`config.mk`:
```
export PLATFORM = sky130hd
export DESIGN_NAME = lock_code_sender_flat
export DESIGN_NICKNAME = d
export VERILOG_FILES = /design/src/rtl/lock_pkg.sv /design/src/rtl/lock_code_sender_if.sv /design/src/rtl/lock_digit_buf.sv /design/src/rtl/lock_code_sender.sv /design/src/flat_wrapper.sv
export SDC_FILE = /design/constraint.sdc
export NUM_CORES = 1
export LEC_CHECK = 0
export ABC_CLOCK_PERIOD_IN_PS = 4500
export CAP_MARGIN = 0
export CORE_ASPECT_RATIO = 1.25
export CORE_UTILIZATION = 57
export DETAILED_ROUTE_END_ITERATION = 16
export HOLD_SLACK_MARGIN = 0.06
export PLACE_DENSITY = 0.82
export REMOVE_ABC_BUFFERS = 1
export SLEW_MARGIN = 20
export SYNTH_ARGS = -nofsm -noshare
export SYNTH_HDL_FRONTEND = slang
export SYNTH_HIERARCHICAL = 1
export SYNTH_SLANG_ARGS = --single-unit
```
`constraint.sdc`:
```
create_clock -name clk -period 4.5 [get_ports clk]
set_input_delay 0.9 -clock clk [delete_from_list [all_inputs] [get_ports clk]]
set_output_delay 0.9 -clock clk [all_outputs]
set_load 0.02 [all_outputs]
```
`src/rtl/lock_pkg.sv`:
```
// Shared definitions for the combination-lock digit path (sender and checker).
package lock_pkg;

    localparam int N_DIGITS = 4;
    localparam logic [3:0] BCD_MAX = 4'd9;
    localparam int CNT_W = $clog2(N_DIGITS + 1);
    localparam int IDX_W = $clog2(N_DIGITS);

    typedef enum logic [2:0] {
        ST_COLLECT,
        ST_START,
        ST_SEND,
        ST_WAIT_RESP,
        ST_LOCKOUT
    } state_e;

    function automatic logic is_bcd(input logic [3:0] d);
        return d <= BCD_MAX;
    endfunction

endpackage

```
`src/rtl/lock_code_sender_if.sv`:
```
// Keypad, checker and status signals of the lock code sender, bundled with modports.
interface lock_code_sender_if;
    import lock_pkg::*;

    // Handshake: key_valid is a one-cycle strobe qualifying key_digit, with no ready;
    // strobes arriving while the sender cannot take them are dropped. key_clear and
    // key_submit are level-sampled requests. grant/deny are single-cycle responses
    // sampled from the first digit cycle until the response window closes.
    logic             key_valid;
    logic [3:0]       key_digit;
    logic             key_clear;
    logic             key_submit;
    logic             grant;
    logic             deny;
    logic             enter_button;
    logic [3:0]       ip_pass;
    logic             busy;
    logic [CNT_W-1:0] digit_count;
    logic             result_ok;
    logic             result_fail;
    logic             timeout;
    logic             locked_out;
    state_e           state;

    modport master (
        input  key_valid, key_digit, key_clear, key_submit, grant, deny,
        output enter_button, ip_pass, busy, digit_count,
               result_ok, result_fail, timeout, locked_out, state
    );

    modport slave (
        output key_valid, key_digit, key_clear, key_submit, grant, deny,
        input  enter_button, ip_pass, busy, digit_count,
               result_ok, result_fail, timeout, locked_out, state
    );

endinterface

```
`src/rtl/lock_digit_buf.sv`:
```
// Four-entry BCD digit buffer: append at the fill position, clear, indexed read.
module lock_digit_buf
    import lock_pkg::*;
(
    input  logic             clk,
    input  logic             rst,
    input  logic             clear,
    input  logic             wr_en,
    input  logic [3:0]       wr_data,
    input  logic [IDX_W-1:0] rd_idx,
    output logic [3:0]       rd_data,
    output logic [CNT_W-1:0] count,
    output logic             full
);

    logic [3:0] mem [N_DIGITS];

    assign full    = (count == CNT_W'(N_DIGITS));
    assign rd_data = mem[rd_idx];

    always_ff @(posedge clk) begin
        if (rst || clear) begin
            count <= '0;
        end else if (wr_en && !full) begin
            count <= count + CNT_W'(1);
        end
    end

    // Contents need no reset: nothing reads them until four digits are written.
    always_ff @(posedge clk) begin
        if (!rst && !clear && wr_en && !full) begin
            mem[count[IDX_W-1:0]] <= wr_data;
        end
    end

endmodule

```
`src/rtl/lock_code_sender.sv`:
```
// Collects keypad digits, replays them to the lock checker, tracks failures and lockout.
module lock_code_sender
    import lock_pkg::*;
#(
    parameter int MAX_FAILS      = 3,
    parameter int LOCKOUT_CYCLES = 1000,
    parameter int RESP_TIMEOUT   = 16
) (
    input logic                clk,
    input logic                rst,
    lock_code_sender_if.master bus
);

    localparam int FAIL_W = $clog2(MAX_FAILS + 1);
    localparam int LOCK_W = $clog2(LOCKOUT_CYCLES);
    localparam int RESP_W = $clog2(RESP_TIMEOUT);

    state_e             state, state_nxt;
    logic [IDX_W-1:0]   idx, idx_nxt;
    logic [FAIL_W-1:0]  fail_cnt, fail_nxt;
    logic [RESP_W-1:0]  resp_cnt;
    logic [LOCK_W-1:0]  lock_cnt;
    logic               buf_clear, buf_wr, buf_full;
    logic [3:0]         rd_data;
    logic [CNT_W-1:0]   digit_count;
    logic               respond_ok, respond_fail;
    logic               enter_button, result_ok, result_fail, timeout;
    logic [3:0]         ip_pass;
    logic               last_idx;

    lock_digit_buf u_buf (
        .clk     (clk),
        .rst     (rst),
        .clear   (buf_clear),
        .wr_en   (buf_wr),
        .wr_data (bus.key_digit),
        .rd_idx  (idx),
        .rd_data (rd_data),
        .count   (digit_count),
        .full    (buf_full)
    );

    assign last_idx = (idx == IDX_W'(N_DIGITS - 1));

    always_ff @(posedge clk) begin
        if (rst) begin
            state    <= ST_COLLECT;
            idx      <= '0;
            fail_cnt <= '0;
            resp_cnt <= '0;
            lock_cnt <= '0;
        end else begin
            state    <= state_nxt;
            idx      <= idx_nxt;
            fail_cnt <= fail_nxt;
            resp_cnt <= (state == ST_WAIT_RESP) ? resp_cnt + RESP_W'(1) : '0;
            lock_cnt <= (state == ST_LOCKOUT) ? lock_cnt + LOCK_W'(1) : '0;
        end
    end

    always_comb begin
        state_nxt    = state;
        idx_nxt      = idx;
        fail_nxt     = fail_cnt;
        buf_clear    = 1'b0;
        buf_wr       = 1'b0;
        enter_button = 1'b0;
        ip_pass      = 4'd0;
        result_ok    = 1'b0;
        result_fail  = 1'b0;
        timeout      = 1'b0;
        respond_ok   = 1'b0;
        respond_fail = 1'b0;

        case (state)
            ST_COLLECT: begin
                if (bus.key_clear) begin
                    buf_clear = 1'b1;
                end else if (bus.key_submit) begin
                    if (buf_full) state_nxt = ST_START;
                end else if (bus.key_valid && is_bcd(bus.key_digit)) begin
                    buf_wr = 1'b1;
                end
            end
            ST_START: begin
                enter_button = 1'b1;
                idx_nxt      = '0;
                state_nxt    = ST_SEND;
            end
            ST_SEND: begin
                ip_pass = rd_data;
                // Deny wins over grant; a grant before the final digit is ignored.
                if (bus.deny) begin
                    respond_fail = 1'b1;
                end else if (last_idx) begin
                    if (bus.grant) respond_ok = 1'b1;
                    else           state_nxt  = ST_WAIT_RESP;
                end else begin
                    idx_nxt = idx + IDX_W'(1);
                end
            end
            ST_WAIT_RESP: begin
                if (bus.deny) begin
                    respond_fail = 1'b1;
                end else if (bus.grant) begin
                    respond_ok = 1'b1;
                end else if (resp_cnt == RESP_W'(RESP_TIMEOUT - 1)) begin
                    respond_fail = 1'b1;
                    timeout      = 1'b1;
                end
            end
            ST_LOCKOUT: begin
                if (lock_cnt == LOCK_W'(LOCKOUT_CYCLES - 1)) begin
                    fail_nxt  = '0;
                    state_nxt = ST_COLLECT;
                end
            end
            default: state_nxt = ST_COLLECT;
        endcase

        if (respond_ok) begin
            result_ok = 1'b1;
            fail_nxt  = '0;
            buf_clear = 1'b1;
            state_nxt = ST_COLLECT;
        end
        if (respond_fail) begin
            result_fail = 1'b1;
            buf_clear   = 1'b1;
            fail_nxt    = (fail_cnt == FAIL_W'(MAX_FAILS)) ? fail_cnt : fail_cnt + FAIL_W'(1);
            state_nxt   = (fail_nxt == FAIL_W'(MAX_FAILS)) ? ST_LOCKOUT : ST_COLLECT;
        end
    end

    assign bus.enter_button = enter_button;
    assign bus.ip_pass      = ip_pass;
    assign bus.busy         = (state == ST_SEND) || (state == ST_WAIT_RESP) || (state == ST_LOCKOUT);
    assign bus.digit_count  = digit_count;
    assign bus.result_ok    = result_ok;
    assign bus.result_fail  = result_fail;
    assign bus.timeout      = timeout;
    assign bus.locked_out   = (state == ST_LOCKOUT);
    assign bus.state        = state;

endmodule

```
`src/flat_wrapper.sv`:
```
// flat-port wrapper written by rule: the top's interface ports become plain ports
module lock_code_sender_flat import lock_pkg::*;
#(
    parameter int MAX_FAILS      = 3,
    parameter int LOCKOUT_CYCLES = 1000,
    parameter int RESP_TIMEOUT   = 16
)
  (clk, rst, bus_key_valid, bus_key_digit, bus_key_clear, bus_key_submit, bus_grant, bus_deny, bus_enter_button, bus_ip_pass, bus_busy, bus_digit_count, bus_result_ok, bus_result_fail, bus_timeout, bus_locked_out, bus_state);
  lock_code_sender_if bus_i ();
  input logic clk;
  input logic rst;
  input wire logic [$bits(bus_i.key_valid)-1:0] bus_key_valid;
  input wire logic [$bits(bus_i.key_digit)-1:0] bus_key_digit;
  input wire logic [$bits(bus_i.key_clear)-1:0] bus_key_clear;
  input wire logic [$bits(bus_i.key_submit)-1:0] bus_key_submit;
  input wire logic [$bits(bus_i.grant)-1:0] bus_grant;
  input wire logic [$bits(bus_i.deny)-1:0] bus_deny;
  output wire logic [$bits(bus_i.enter_button)-1:0] bus_enter_button;
  output wire logic [$bits(bus_i.ip_pass)-1:0] bus_ip_pass;
  output wire logic [$bits(bus_i.busy)-1:0] bus_busy;
  output wire logic [$bits(bus_i.digit_count)-1:0] bus_digit_count;
  output wire logic [$bits(bus_i.result_ok)-1:0] bus_result_ok;
  output wire logic [$bits(bus_i.result_fail)-1:0] bus_result_fail;
  output wire logic [$bits(bus_i.timeout)-1:0] bus_timeout;
  output wire logic [$bits(bus_i.locked_out)-1:0] bus_locked_out;
  output wire logic [$bits(bus_i.state)-1:0] bus_state;
  assign bus_i.key_valid = bus_key_valid;
  assign bus_i.key_digit = bus_key_digit;
  assign bus_i.key_clear = bus_key_clear;
  assign bus_i.key_submit = bus_key_submit;
  assign bus_i.grant = bus_grant;
  assign bus_i.deny = bus_deny;
  assign bus_enter_button = bus_i.enter_button;
  assign bus_ip_pass = bus_i.ip_pass;
  assign bus_busy = bus_i.busy;
  assign bus_digit_count = bus_i.digit_count;
  assign bus_result_ok = bus_i.result_ok;
  assign bus_result_fail = bus_i.result_fail;
  assign bus_timeout = bus_i.timeout;
  assign bus_locked_out = bus_i.locked_out;
  assign bus_state = bus_i.state;
  lock_code_sender #(.MAX_FAILS(MAX_FAILS), .LOCKOUT_CYCLES(LOCKOUT_CYCLES), .RESP_TIMEOUT(RESP_TIMEOUT)) u_core (.clk(clk), .rst(rst), .bus(bus_i));
endmodule
```
# After elaboration in Yosys (flattened, before gate mapping)

Memory sizes are Yosys's and may differ from the RTL's. A register that Yosys moved wholly into a read port is not among the register bits.
Index checks and enable logic that the tools add are counted.

Output and inout bits: 16
Input bits: 11
Memories kept: 1
Flip-flop bits (word level): 24
Bits in writable memories: 16

Memory list:

| memory           | depth | bits a word | read ports | clocked after Yosys merged registers in | wr ports | line                 | text |
|---|---|---|---|---|---|---|---|
| u_core.u_buf.mem | 4     | 4           | 1          | 1                                       | 1        | lock_digit_buf.sv:16 | `logic [3:0] mem [N_DIGITS];` |

Add/subtract/negate cells: 5
Bitwise operators: 2
Reductions and logical operators: 20
Order comparisons: 1
Mux-type cells: 47
Equality and inequality tests: 20

Operators with widths:

| cell                                          | count |
|---|---|
| 2-to-1 mux 3 bit                              | 10 |
| 2-to-1 mux 1 bit                              | 23 |
| != test 4 x 2 -> 1 bit, second input constant | 5 |
| 2-to-1 mux 2 bit                              | 9 |
| one-hot mux 3 bit (5 select lines)            | 1 |
| adder 10 x 1 -> 10 bit, second input constant | 1 |
| == test 10 bit, second input constant         | 1 |
| != test 4 x 1 -> 1 bit, second input constant | 2 |
| AND reduction 8 bit                           | 1 |
| == test 2 bit, second input constant          | 3 |
| == test 3 x 2 -> 1 bit, second input constant | 2 |
| == test 3 bit, second input constant          | 2 |
| nonzero test 3 bit                            | 2 |
| logical AND 1 bit                             | 5 |
| adder 2 x 1 -> 2 bit, second input constant   | 2 |
| adder 4 x 1 -> 4 bit, second input constant   | 1 |
| == test 4 bit, second input constant          | 1 |
| <= comparator 4 bit, second input constant    | 1 |
| 2-to-1 mux 4 bit                              | 1 |
| != test 2 bit, second input constant          | 2 |
| one-hot mux 1 bit (2 select lines)            | 2 |
| one-hot mux 2 bit (2 select lines)            | 1 |
| OR reduction 2 bit                            | 2 |
| adder 3 x 1 -> 3 bit, second input constant   | 1 |
| 9 further kinds                               | 14 |

# Longest topological paths before layout

Gate-level depths: netlist (run 1).

Word-level depth: 12
Gate-level depth with buffers: 6

# By module

The synthesis (run 1) kept the hierarchy.

By module, submodules not included:

| module           | times used | area an instance (µm²) | cells each |
|---|---|---|---|
| lock_code_sender | 1          | 1036.0                 | 120 |
| lock_digit_buf   | 1          | 820.8                  | 45 |

# Least setup slack after synthesis (run 1)

OpenSTA, ideal clock, no wires.

Path type: input to output
Start: input bus_grant
End: output bus_timeout
Setup slack: 2010 ps
Stages: 3
Arrival: 1590 ps
Buffers on the path: 0
Path through: nor2b_1 > nand4_1 > nor3_1

Longest elaborated chain between the ends: 3

Ends and longest elaborated chain:

| element            | line                    | text |
|---|---|---|
| start: declaration | flat_wrapper.sv:16      | `input wire logic [$bits(bus_i.grant)-1:0] bus_grant;` |
| 2-to-1 mux 1 bit   | lock_code_sender.sv:105 | `end else if (bus.grant) begin` |
| 2-to-1 mux 1 bit   | lock_code_sender.sv:103 | `if (bus.deny) begin` |
| 2-to-1 mux 1 bit   | lock_code_sender.sv:75  | `case (state)` |
| end: declaration   | flat_wrapper.sv:24      | `output wire logic [$bits(bus_i.timeout)-1:0] bus_timeout;` |

Every way passes these cells.

# Worst setup path in the final report (run 1)

Start: input bus_grant
End: output bus_result_fail

Longest elaborated chain between the ends: 4

Ends and longest elaborated chain:

| element                            | line                    | text |
|---|---|---|
| 2-to-1 mux 1 bit                   | lock_code_sender.sv:105 |  |
| 2-to-1 mux 1 bit                   | lock_code_sender.sv:103 |  |
| one-hot mux 1 bit (2 select lines) | lock_code_sender.sv:75  |  |
| 2-to-1 mux 1 bit                   | lock_code_sender.sv:127 | `if (respond_fail) begin` |
| end: declaration                   | flat_wrapper.sv:23      | `output wire logic [$bits(bus_i.result_fail)-1:0] bus_result_fail;` |

Every way passes these cells.

==> results_dict.tcl, run 1 <==
set metrics [dict create \
    synth.area.top_cells "dfxtp_1, edfxtp_1, mux4_1" \
    ios 27 \
    synth_fa_ha_area_frac 0.0472 \
    slew-limit-headroom 0.498 \
    ff2ff_setup_slack_ns 2.20 \
    criticalPathCategory "input pin to output port" \
    first_global_vias 1318 \
    synth_cells 165 \
    crit_start "bus_grant" \
    period_needed_ns 3.38 \
    yosys_warnings 6 \
    hold_path_class "register to register" \
    critPathMaxFanout 5 \
    grt_pass1_wl_um 5690 \
    cts_setup_buffers 0 \
    peakVddDrop_uv 326 \
    dieArea_um2 3490 \
    viasPerCell 5.98 \
    grt_use_total 0.229 \
    cts_tree "done" \
    synth-async-reset-ratio 0 \
    ant_nets 0 \
    synth_cell_types 41 \
    insertion_delay_ns 0.34 \
    rsz0062_at_grt "no" \
    muxShareOfSynthArea 0.0741 \
    clk_pin_slew_ns 0.11 \
    antenna_found_initial 0 \
    vias 1388 \
    maxCapViolations 0 \
    firstDrtPassIters 4 \
    diodes 0 \
    grt_max_degree 15 \
    synth_top_area_frac 0.259 \
    wl_per_cell_um 15.5 \
    synth_simple_gate_area_frac 0.218 \
    layout.nets 213 \
    worstSetupEndpoint "bus_result_fail" \
    final_area_um2 2210 \
    yosysSeqAreaShare 0.518 \
    layout_commonest_cell "clkdlybuf4s50_1" \
    reg2reg_to "u_core/u_buf/mem[2][0]" \
    rows 22 \
    initial_core_util 0.613 \
    htreeDepth 2 \
    synth_top_family_by_area "simple AND/OR/NAND/NOR gates" \
    synth-seq-cells 40 \
    place.gp.congestion 0.779 \
    core-area_um2 3030 \
    r2r-start "u_core/idx[0]" \
    layout-drive-gt1-share 0.0663 \
    mostFrequentLayoutCells "clkdlybuf4s50_1, dfxtp_1, nor2_1" \
    cts_sinks 40 \
    yosys.area_share.xor_xnor 0.0377 \
    fin_skew_ns 0.0103 \
    cts_resized 0 \
    syn_area_um2 1860 \
    cts_buffer_depth 2 \
    cp-end-kind "output port" \
    setup-tns-final_ns 0 \
    tightestPinTransition_ns 0.746 \
    placed_area_um2 2130 \
    post-dp-hpwl_um 2690 \
    p_per_area_nw_per_um2 285 \
    cts_buffers 5 \
    status "completed" \
    fmax_ghz 0.296 \
    crit_required_ns 3.60 \
    drtIter0Drc 39 \
    wirelength_um 3600 \
    synth_edf_count 16 \
    root_buffer "clkbuf_4" \
    yosys.area.top_type "dfxtp_1" \
    fin_crit_sh 0.752 \
    dieHeight_um 65.8 \
    dieWidth_um 53.1 \
    syn_to_final_growth_pct 19.3 \
    worstPathArrival_ns 2.48 \
    slew_viol_final 0 \
    io_buffers 26 \
    reg2reg_depth 5 \
    drc 0 \
    synth_ff_type "dfxtp_1" \
    synth_compound_area_frac 0.0809 \
    power.leakage_nw 0.775 \
    syn_avg_cell_area_um2 11.3 \
    critPathLaunchType "input pin" \
    hold_viol 0 \
    ctsHoldBuffers 0 \
    setup_viol_count_final 0 \
    grt_overflow_total 0 \
]
[routing by layer]
layer / up-vias / routed length [um] / global-route usage
met5: - / 0 / 0
met4: 0 / 48 / 0.0789
met3: 6 / 143 / 0.0575
met2: 28 / 1940 / 0.426
met1: 678 / 1470 / 0.242
li1: 676 / - / -
[metrics by stage]
step	power, mW	setup slack (ns)	util	instances	hold WS, ns
final	0.631	1.12	0.731	232	0.458
after global routing	0.655	0.994	0.731	232	0.484
after global placement	0.406	1.19	0.705	224	0.430
after CTS	0.637	1.12	0.731	232	0.459
after floorplan	0.392	2.01	-	162	0.418
after detailed placement	0.408	1.12	0.705	224	0.440
[worst max-delay path, stage by stage]
cell,delay (ns)
clkdlybuf4s50_1,0.47
nor2b_1,0.19
a41oi_1,0.19
nor2_1,0.12
clkdlybuf4s50_1,0.61
[flip-flops by register name, summed over array words and instances, names as in the netlist]
name	cells
u_core/fail_cnt	2
u_core/u_buf/mem	16
u_core/bus.state	3
u_core/idx	2
u_core/lock_cnt	10
u_core/u_buf/count	3
u_core/resp_cnt	4
[where the power goes]
part	leakage, nW	internal, mW	switching [mW]	total [mW]
Combinational	0.397	0.0114	0.0112	0.0226
Sequential	0.337	0.377	0.000328	0.377
Clock	0.0412	0.116	0.116	0.232
[cells by family (layout without fill, tap and decap cells)]
group | after synthesis | in the layout
compound gates | 21 | 21
xor+xnor | 8 | 8
fa+ha+maj | 7 | 7
buf+inv | 8 | 39
flops | 40 | 40
mux | 7 | 7
simple gates | 74 | 74
[worst min-delay path by stage]
stage | startpoint | end | slack [ns] | cells after the start
after floorplan | u_core/resp_cnt[0] | u_core/resp_cnt[0] | 0.42 | 1
after global placement | u_core/resp_cnt[0] | u_core/resp_cnt[0] | 0.43 | 1
after detailed placement | u_core/resp_cnt[0] | u_core/resp_cnt[0] | 0.44 | 1
after CTS | u_core/resp_cnt[0] | u_core/resp_cnt[0] | 0.46 | 1
after global routing | u_core/resp_cnt[0] | u_core/resp_cnt[0] | 0.48 | 1
final | u_core/resp_cnt[0] | u_core/resp_cnt[0] | 0.46 | 1
[synth_stat cells (4+ instances only)]
master / count
o21ai_0: 5
a21oi_1: 4
and3_1: 6
nor2_1: 18
dfxtp_1: 24
nor3b_1: 4
and2_1: 5
xnor2_1: 5
nand2b_1: 4
nor3_1: 10
nand2_1: 6
edfxtp_1: 16
inv_1: 5
ha_1: 7
nand3_1: 7
mux4_1: 4
[area by class of cell]
class,count,area [um^2]
clock buffers,5,37.5
well taps,36,45.0
inverters,5,18.8
multi-input cells,117,850
repair buffers,26,260
clock inverters,3,42.5
fillers,224,813
flip-flops and latches,40,961
Power figures use the tool's default switching activity.
==> inputs of run 2 (changes only) <==
Settings changed: ABC_CLOCK_PERIOD_IN_PS 4500 to 2800, CORE_UTILIZATION 57 to 48, PLACE_DENSITY 0.82 to 0.74.
Clock period 4.5 ns to 2.8 ns, I/O delays scaled along.
==> results_dict.tcl, run 2 (synthesis results as in run 1) <==
set metrics [dict create \
    layout.nets 215 \
    reg2reg_depth 5 \
    hold_viol 0 \
    layout-drive-gt1-share 0.0707 \
    viasPerCell 5.97 \
    largest_register_ffs 16 \
    multi_input_area_um2 850 \
    status "finished, violations left" \
    grt_pass1_wl_um 5950 \
    first_global_vias 1332 \
    worstPathArrival_ns 2.12 \
    wl_per_cell_um 15.2 \
    io_buffers 26 \
    cp-end-kind "output port" \
    wirelength_um 3610 \
    cp_num_cells 5 \
    cp_top_family "buffers and inverters" \
    cpPeakStageDelay_ns 0.64 \
    firstDrtPassIters 10 \
    cts_tree "done" \
    tightestPinTransition_ns 0.407 \
    rsz0062_at_grt "no" \
    path_cells "clkdlybuf4s50_1 -> nor2b_1 -> nand4_1 -> nor3_1 -> clkdlybuf4s50_1" \
    fillCellCount 301 \
    slew_viol_final 0 \
    dieArea_um2 4120 \
    mostFrequentLayoutCells "clkdlybuf4s50_1, dfxtp_1, nor2_1" \
    power.leakage_nw 0.825 \
    register_area_um2 961 \
    fin_skew_ns 0.00557 \
    rows 24 \
    crit_required_ns 2.24 \
    period_needed_ns 2.68 \
    core-area_um2 3600 \
    vias 1416 \
    hold_path_class "register to register" \
    setup_viol_count_final 0 \
    insertion_delay_ns 0.28 \
    criticalPathCategory "input pin to output port" \
    dieWidth_um 57.6 \
    ant_nets 0 \
    peakVddDrop_uv 361 \
    final_area_um2 2280 \
    post-dp-hpwl_um 2670 \
    cts_setup_buffers 0 \
    cts_buffers 5 \
    critPathLaunchType "input pin" \
    fin_crit_sh 0.957 \
    layout_commonest_cell "clkdlybuf4s50_1" \
    fmax_ghz 0.373 \
    hold_path_startpoint "u_core/resp_cnt[0]" \
    dieHeight_um 71.5 \
    antenna_found_initial 0 \
    critPathMaxFanout 5 \
    drc 1 \
    drtIter0Drc 77 \
    whs_endpoint "u_core/resp_cnt[0]" \
    ios 27 \
    ctsHoldBuffers 0 \
    critPathBufInv 2 \
    slew-limit-headroom 0.727 \
    violations "design-rule violations" \
    r2r-start "u_core/idx[0]" \
    cts_sinks 40 \
    maxCapViolations 0 \
    p_per_area_nw_per_um2 504 \
    htreeDepth 2 \
    critical-path-top-cell-by-count "clkdlybuf4s50_1" \
    initial_core_util 0.515 \
    diodes 0 \
    hold_depth 1 \
    ff2ff_setup_slack_ns 0.80 \
    reg2reg_to "u_core/u_buf/mem[3][0]" \
    syn_to_final_growth_pct 23.0 \
    grt_use_total 0.193 \
    cts_buffer_depth 2 \
    grt_max_degree 15 \
    root_buffer "clkbuf_8" \
    clk_pin_slew_ns 0.07 \
    placed_area_um2 2150 \
    grt_overflow_total 0 \
    place.gp.congestion 0.814 \
    p_total_mw 1.15 \
    setup-tns-final_ns 0 \
    slowest_stage "clkdlybuf4s50_1" \
]
==> run 2: timing repair <==
action / in CTS / in global routing
endpoints found under the setup margin: 0 / 1
hold endpoints to repair: 0 / 0
resized for setup: 0 / 1
==> run 2: power by group <==
| part | switching (mW) | total [mW] | internal, mW |
|---|---|---|---|
| Combinational | 0.0181 | 0.0373 | 0.0192 |
| Clock | 0.188 | 0.509 | 0.320 |
| Sequential | 0.000519 | 0.605 | 0.605 |
==> run 2: per-stage QoR <==
| step | utilization | hold slack, ns | setup WS (ns) | instances |
|---|---|---|---|---|
| global route | 0.634 | 0.469 | 0.0486 | 237 |
| detailed placement | 0.598 | 0.445 | 0.109 | 229 |
| floorplan | - | 0.418 | 0.881 | 162 |
| finish | 0.634 | 0.451 | 0.120 | 237 |
| global placement | 0.598 | 0.433 | 0.167 | 229 |
| CTS | 0.633 | 0.455 | 0.0524 | 237 |
==> run 2: worst max path at each step <==
stage	startpoint	to	slack, ns
6_report	bus_grant	bus_timeout	0.12
4_1_cts	bus_grant	bus_result_fail	0.05
5_1_grt	bus_grant	bus_timeout	0.05
3_3_place_gp	bus_grant	bus_result_fail	0.17
2_1_floorplan	u_core/bus.state[0]	bus_timeout	0.88
3_5_place_dp	bus_grant	bus_result_fail	0.11
==> run 2: cell type report <==
| type | instances | share of cell area |
|---|---|---|
| Clock buffer | 7 | 0.0427 |
| Clock inverter | 1 | 0.0132 |
| Inverter | 5 | 0.00822 |
| Multi-Input combinational cell | 117 | 0.372 |
| Sequential cell | 40 | 0.421 |
| Tap cell | 39 | 0.0214 |
| Timing Repair Buffer | 28 | 0.122 |
==> run 2: routing by layer <==
metal	up-vias	track usage	wire, um
li1	680	-	-
met5	-	0	0
met3	10	0.0343	138
met2	40	0.333	1910
met4	0	0.103	65
met1	686	0.227	1490
==> run 2: worst reg2reg max path, cell delays in order (launching register included) <==
cell and delay [ns]:
dfxtp_1 0.41, ha_1 0.30, a211oi_1 0.34, o31ai_1 0.16, nor2_1 0.17, and3_1 0.32
